<file path="config.mk">
export PLATFORM = sky130hd
export DESIGN_NAME = ram_arbiter
export DESIGN_NICKNAME = d
export VERILOG_FILES = /design/src/rtl/mem_arb_pkg.sv /design/src/rtl/rr_arb2.sv /design/src/rtl/ram_arbiter.sv
export SDC_FILE = /design/constraint.sdc
export NUM_CORES = 1
export LEC_CHECK = 0
export BUFFER_PORTS_ARGS = -buffer_cell sky130_fd_sc_hd__buf_2
export CAP_MARGIN = 20
export CORE_ASPECT_RATIO = 0.5
export CORE_UTILIZATION = 25
export CTS_CLUSTER_DIAMETER = 60
export DETAILED_ROUTE_END_ITERATION = 6
export GPL_TIMING_DRIVEN = 0
export SYNTH_ARGS = -nofsm -noshare
export SYNTH_HDL_FRONTEND = slang
export SYNTH_SLANG_ARGS = --single-unit
</file>
<file path="constraint.sdc">
create_clock -name clk -period 2.65 [get_ports clk]
set_input_delay 0.3975 -clock clk [delete_from_list [all_inputs] [get_ports clk]]
set_output_delay 0.3975 -clock clk [all_outputs]
set_load 0.02 [all_outputs]
</file>
<file path="src/rtl/mem_arb_pkg.sv">
// Shared definitions for the RAM arbiter family: FSM state encoding,
// port identifiers and default bus widths.
package mem_arb_pkg;

    localparam int ADDR_W_DEF = 9;
    localparam int DATA_W_DEF = 32;

    typedef enum logic [1:0] {
        ST_IDLE = 2'd0,
        ST_BUSY = 2'd1,
        ST_RESP = 2'd2
    } state_t;

    localparam logic PORT_A = 1'b0;
    localparam logic PORT_B = 1'b1;

endpackage

</file>
<file path="src/rtl/rr_arb2.sv">
// Combinational two-way round-robin picker: on a tie the port that was not
// served last wins; a lone requester always wins.
module rr_arb2
    import mem_arb_pkg::*;
(
    input  logic req_a,
    input  logic req_b,
    input  logic last,
    output logic gnt_valid,
    output logic gnt_id
);

    always_comb begin
        gnt_valid = req_a | req_b;
        gnt_id    = PORT_A;
        if (req_a && req_b) begin
            gnt_id = ~last;
        end else if (req_b) begin
            gnt_id = PORT_B;
        end
    end

endmodule

</file>
<file path="src/rtl/ram_arbiter.sv">
// Two-port round-robin arbiter/sequencer for a 512x32 single-port RAM.
// Each access runs IDLE (grant + latch) -> BUSY (RAM cycle) -> RESP (ack).
module ram_arbiter
    import mem_arb_pkg::*;
#(
    parameter int ADDR_W = ADDR_W_DEF,
    parameter int DATA_W = DATA_W_DEF
) (
    input  logic              clk,
    input  logic              clr,

    input  logic              req_a,
    input  logic              we_a,
    input  logic [ADDR_W-1:0] addr_a,
    input  logic [DATA_W-1:0] wdata_a,
    output logic              ack_a,
    output logic [DATA_W-1:0] rdata_a,

    input  logic              req_b,
    input  logic              we_b,
    input  logic [ADDR_W-1:0] addr_b,
    input  logic [DATA_W-1:0] wdata_b,
    output logic              ack_b,
    output logic [DATA_W-1:0] rdata_b,

    output logic              ram_read,
    output logic              ram_write,
    output logic [ADDR_W-1:0] ram_addr,
    output logic [DATA_W-1:0] ram_din,
    input  logic [DATA_W-1:0] ram_dout,

    output logic              busy
);

    state_t              state_reg;
    logic                we_reg;
    logic [ADDR_W-1:0]   addr_reg;
    logic [DATA_W-1:0]   wdata_reg;
    logic                id_reg;
    logic                last_reg;

    logic                gnt_valid;
    logic                gnt_id;

    rr_arb2 u_rr_arb2 (
        .req_a     (req_a),
        .req_b     (req_b),
        .last      (last_reg),
        .gnt_valid (gnt_valid),
        .gnt_id    (gnt_id)
    );

    always_ff @(posedge clk) begin
        if (clr) begin
            state_reg <= ST_IDLE;
            we_reg    <= 1'b0;
            addr_reg  <= '0;
            wdata_reg <= '0;
            id_reg    <= PORT_A;
            last_reg  <= PORT_B;
        end else begin
            case (state_reg)
                ST_IDLE: begin
                    if (gnt_valid) begin
                        id_reg    <= gnt_id;
                        we_reg    <= (gnt_id == PORT_B) ? we_b    : we_a;
                        addr_reg  <= (gnt_id == PORT_B) ? addr_b  : addr_a;
                        wdata_reg <= (gnt_id == PORT_B) ? wdata_b : wdata_a;
                        state_reg <= ST_BUSY;
                    end
                end
                ST_BUSY: begin
                    state_reg <= ST_RESP;
                end
                ST_RESP: begin
                    last_reg  <= id_reg;
                    state_reg <= ST_IDLE;
                end
                default: begin
                    state_reg <= ST_IDLE;
                end
            endcase
        end
    end

    // Per-port read-data register and ack decode; only the winner's register
    // captures ram_dout, and only for reads.
    logic [1:0] ack_vec;

    generate
        for (genvar gi = 0; gi < 2; gi++) begin : g_port
            logic [DATA_W-1:0] rdata_reg;

            always_ff @(posedge clk) begin
                if (clr) begin
                    rdata_reg <= '0;
                end else if (state_reg == ST_BUSY && !we_reg && id_reg == 1'(gi)) begin
                    rdata_reg <= ram_dout;
                end
            end

            assign ack_vec[gi] = (state_reg == ST_RESP) && (id_reg == 1'(gi));
        end
    endgenerate

    assign ack_a   = ack_vec[0];
    assign ack_b   = ack_vec[1];
    assign rdata_a = g_port[0].rdata_reg;
    assign rdata_b = g_port[1].rdata_reg;

    // clr blocks the write strobe immediately so an aborted write never lands.
    assign ram_read  = (state_reg == ST_BUSY) && !we_reg;
    assign ram_write = (state_reg == ST_BUSY) && we_reg && !clr;
    assign ram_addr  = addr_reg;
    assign ram_din   = wdata_reg;
    assign busy      = (state_reg != ST_IDLE);

endmodule

</file>
======== After elaboration in Yosys (flattened, before gate mapping) ========
Index checks and enable logic that the tools add are counted.
word-level totals
  flip-flop bits (word level) ............. 110
  bits of input ports ..................... 120
  output and inout bits ................... 110
  logic and storage cells ................. 34
cells by class
  equality and inequality tests ........... 3
  multiplexer cells ....................... 7
  bitwise logic cells ..................... 3
  reduce and logical (&&, ||, !) cells .... 13
operators by type and width
  cell                                           number
  two-way mux 32 bit                             1
  two-way mux 9 bit                              1
  logical AND 1 bit                              8
  case mux 2 bit (2 select lines)                1
  two-way mux 1 bit                              3
  == test 2 x 1 -> 1 bit, second input constant  1
  == test 2 bit, second input constant           1
  zero test 1 bit                                2
  zero test 2 bit                                1
  two-way mux 2 bit                              1
  inequality test 2 bit, second input constant   1
  inverter 1 bit                                 2
  AND reduction 2 bit                            1
  nonzero test 2 bit                             1
  bitwise OR 1 bit                               1

======== Logic depth before layout (Yosys ltp) ========
  depth in word-level cells ............... 3
  mapped depth ............................ 5
  depth with buffers taken out ............ 4

======== By module ========
From an unflattened synthesis, not the netlist that was laid out.
second synthesis, totals
  cell total of the unflattened synthesis .. 489
  area, all modules ....................... 4250.3 um2
by module, submodules not included
  module       instances  cells an instance  area each (um2)  seq. area each (um2)
  ram_arbiter  1          487                4236.6           2202.1
  rr_arb2      1          2                  13.8             0.0

======== Worst setup path before layout ========
No wires, ideal clock.
  path type ............................... register to register
  from .................................... reg id_reg
  to ...................................... reg g_port[0].rdata_reg[10] (netlist: rdata_a[10])
  library setup time ...................... 0.132 ns
  data arrival time ....................... 1.231 ns
  data required time ...................... 2.518 ns
  slack ................................... 1.287 ns
  cell stages (with the launch flop) ...... 6
  path buffers ............................ 2
  clock period less this slack ............ 1.363 ns
  cell sequence ........................... dfxtp_1 > or4b_1 > buf_2 > buf_6 > nand2_1 > a21oi_1
on the way
  cells in the longest elaborated chain, start to end .. 2
RTL lines
  what                    line               source
  from (decl)             ram_arbiter.sv:39  logic id_reg;
  from (signal assigned)  ram_arbiter.sv:65  id_reg <= gnt_id;
  inverter 1 bit          ram_arbiter.sv:97  end else if (state_reg == ST_BUSY && !we_reg && id_reg == 1'(gi)) begin
  logical AND 1 bit       ram_arbiter.sv:97
  to (signal assigned)    ram_arbiter.sv:98  rdata_reg <= ram_dout;
  to (decl)               ram_arbiter.sv:92  logic [DATA_W-1:0] rdata_reg;
Every way passes these cells.
A chain may end at the register's enable or synchronous reset.

======== Worst setup path after layout ========
  from .................................... reg state_reg[1]
  to ...................................... out busy
on the way
  cells in the longest elaborated chain, start to end .. 1
RTL lines
  what                    line                source
  from (decl)             ram_arbiter.sv:35   state_t state_reg;
  from (signal assigned)  ram_arbiter.sv:55   state_reg <= ST_IDLE;
  from (signal assigned)  ram_arbiter.sv:69   state_reg <= ST_BUSY;
  from (signal assigned)  ram_arbiter.sv:73   state_reg <= ST_RESP;
  nonzero test 2 bit      ram_arbiter.sv:116  assign busy = (state_reg != ST_IDLE);
  to (decl)               ram_arbiter.sv:32   output logic busy
Every way passes these cells.

==> results.sh <==
export IMPL_status="finished, final reports clean"
export IMPL_yosys_area_top_type_share=0.512
export IMPL_vias=4583
export IMPL_p_sw_mw=1.17
export IMPL_nets=902
export IMPL_initial_utilization=0.259
export IMPL_ant_nets=0
export IMPL_antenna_cells=0
export IMPL_relSlewSlack=0.649
export IMPL_hpwl_um=11000
export IMPL_cts_buffers=9
export IMPL_drv_slew=0
export IMPL_grt_max_degree=19
export IMPL_finalSetupViolCount=0
export IMPL_fin_cells=1014
export IMPL_wl_per_cell_um=14.3
export IMPL_drv_cap=0
export IMPL_fillers=1794
export IMPL_min_path_cells=3
export IMPL_drc=0
export IMPL_p_leak_nw=2.76
export IMPL_pwr_share_comb=0.182
export IMPL_cts_root_buf="clkbuf_16"
export IMPL_layout_drive_gt1_share=0.360
export IMPL_clk_latency_ns=0.35
export IMPL_post_cts_buffers=0
export IMPL_ys_flop_type="dfxtp_1"
export IMPL_synth_area_leaders="dfxtp_1 (51%), nand2_1 (18%), a21oi_1 (12%)"
export IMPL_clk_pin_slew_ns=0.07
export IMPL_antenna_found_initial=0
export IMPL_cts_htree_levels=3
export IMPL_grt_overflow=0
export IMPL_fmax_ghz=0.563
export IMPL_final_min_clock_period_ns=1.77
export IMPL_drtIter0Drc=165
export IMPL_coreArea_um2=16600
export IMPL_syn_area_per_cell_um2=7.92
export IMPL_cts_tree="yes"
export IMPL_clock_sinks=110
export IMPL_rrSetupSlack_ns=0.97
export IMPL_utilization=0.366
export IMPL_die_y_um=94.8
export IMPL_critPathArrivalTime_ns=1.38
export IMPL_netlist_instances=543
export IMPL_r2r_start="state_reg[1]$_SDFFE_PP0P_"
export IMPL_required_ns=2.25
export IMPL_synth_top_area_cell="dfxtp_1"
export IMPL_final_area_um2=6070
export IMPL_worstSetupEndpointType="output port"
export IMPL_path_class="reg2out"
export IMPL_period_share=0.670
export IMPL_finalHoldViolations=0
export IMPL_cts_resized=0
export IMPL_skew_ns=0.00967
export IMPL_fin_setup_tns_ns=0
export IMPL_grt_pass1_vias=4296
export IMPL_hp_class="in2reg"
export IMPL_hold_path_end="rdata_b[14]$_SDFFE_PP0P_"
export IMPL_dpl_instance_area_um2=5730
export IMPL_hold_worst_slack_ns=0.297
export IMPL_ys_seq_elements=110
export IMPL_gp_congestion=0.789
export IMPL_power_share_clock=0.376
export IMPL_reg2reg_depth=5
export IMPL_rows=33
export IMPL_synth_net_count=663
export IMPL_syn2layout_area_growth_pct=41.2
export IMPL_yosysSeqAreaShare=0.512
export IMPL_avgViaCountPerCell=4.52
export IMPL_netSwitchingFraction=0.282
export IMPL_power_frac_seq=0.442
export IMPL_syn_area_um2=4300
export IMPL_power_density_nw_per_um2=682
export IMPL_rsz0062_at_grt="no"
export IMPL_dr_pass1_iters=4
export IMPL_place_inst=998
export IMPL_async_flop_share=0
export IMPL_ctsLongestPathBuffers=2
export IMPL_internal_power_mw=2.98
export IMPL_die_w_um=188
export IMPL_cp_start_kind="flop"
export IMPL_ys_warnings_count=0
export IMPL_yosysUniqueCellTypes=23
export IMPL_dieArea_um2=17800
export IMPL_crit_fanout=8
export IMPL_critical_path_reg2reg_endpoint="ram_din[28]$_SDFFE_PP0P_"
export IMPL_min_delay_start="ram_dout[14]"
export IMPL_ctsHoldBuffers=0
export IMPL_worst_pin_slew_ns=0.527
export IMPL_grt_pass1_wl_um=22400
export IMPL_max_vdd_ir_drop_uv=299
export IMPL_drt_wl_total_um=14500
export IMPL_port_buffer_count=228
export IMPL_synth_edf_count=0
export IMPL_boundaryPins=230
export IMPL_grt_total_usage=0.160
## cell families (layout without fill, tap and decap cells)
family                 count (synthesis)  after routing  synth area share
AO/OA/AOI/OAI                        153            153             0.218
AND/OR/NAND/NOR                      229            229             0.212
buffers and inverters                 51            295            0.0582
flip-flops                           110            110             0.512
## worst max-delay path by stage
stage / from / to / slack, ns / cells past startpoint
after floorplan: id_reg$_SDFFE_PP0P_ / rdata_a[10]$_SDFFE_PP0P_ / 1.29 / 5
after global placement: req_a / ram_addr[4]$_SDFFE_PP0P_ / 0.90 / 5
after detailed placement: req_a / ram_addr[3]$_SDFFE_PP0P_ / 0.84 / 5
after CTS: state_reg[1]$_SDFFE_PP0P_ / busy / 0.83 / 3
after global routing: state_reg[1]$_SDFFE_PP0P_ / busy / 0.75 / 3
final: state_reg[1]$_SDFFE_PP0P_ / busy / 0.88 / 3
## cell usage in the layout, fill, tap and decap left out, types with 2 or more instances in the layout
cell,synthesis,routed
a311oi_1,42,42
nand2_1,212,212
inv_1,2,2
nor2_2,2,2
buf_6,3,3
clkbuf_16,0,9
nand2b_1,2,2
dfxtp_1,110,110
clkbuf_1,17,17
a21oi_1,107,107
bufinv_16,0,3
nor2_1,5,5
buf_2,29,257
## power by group through the flow
stage	Clock (mW)	Combinational, mW	Sequential, mW
6_report	1.56	0.756	1.83
5_1_grt	1.68	0.832	1.85
4_1_cts	1.61	0.766	1.83
3_5_place_dp	0	0.765	1.87
3_3_place_gp	0	0.759	1.87
2_1_floorplan	0	0.317	2.00
## stage by stage
| step | power [mW] | setup WS, ns |
|---|---|---|
| 2_1_floorplan | 2.31 | 1.29 |
| 3_3_place_gp | 2.63 | 0.899 |
| 3_5_place_dp | 2.64 | 0.840 |
| 4_1_cts | 4.21 | 0.832 |
| 5_1_grt | 4.36 | 0.746 |
| 6_report | 4.14 | 0.875 |
## synth_stat cells, types with 2 or more instances
master	n
inv_1	2
a21oi_1	107
buf_2	29
nor2_1	5
clkbuf_1	17
nor2_2	2
a311oi_1	42
nand2_1	212
dfxtp_1	110
buf_6	3
nand2b_1	2
## worst max-delay path: stages (launching register included)
cell     delay (ns)
dfxtp_1        0.37
nor2_2         0.33
inv_1          0.15
buf_2          0.19
## layer usage
layer  global-route usage  share of wire  vias to the layer above
met5                    0              0                        -
met4               0.0528          0.025                        0
met3               0.0331          0.036                       25
met2                0.289           0.51                      109
met1                0.193           0.43                     2125
li1                     -              -                     2324
## area by class of cell
type / count / area, um^2 / area share
Multi-Input combinational cell: 382 / 1850 / 0.305
Clock inverter: 7 / 120 / 0.0198
Inverter: 2 / 7.51 / 0.00124
Sequential cell: 110 / 2200 / 0.363
Clock buffer: 9 / 225 / 0.0371
Timing Repair Buffer: 228 / 1140 / 0.188
Tap cell: 227 / 284 / 0.0468
Buffer: 49 / 243 / 0.0400
Power figures use the tool's default switching activity.
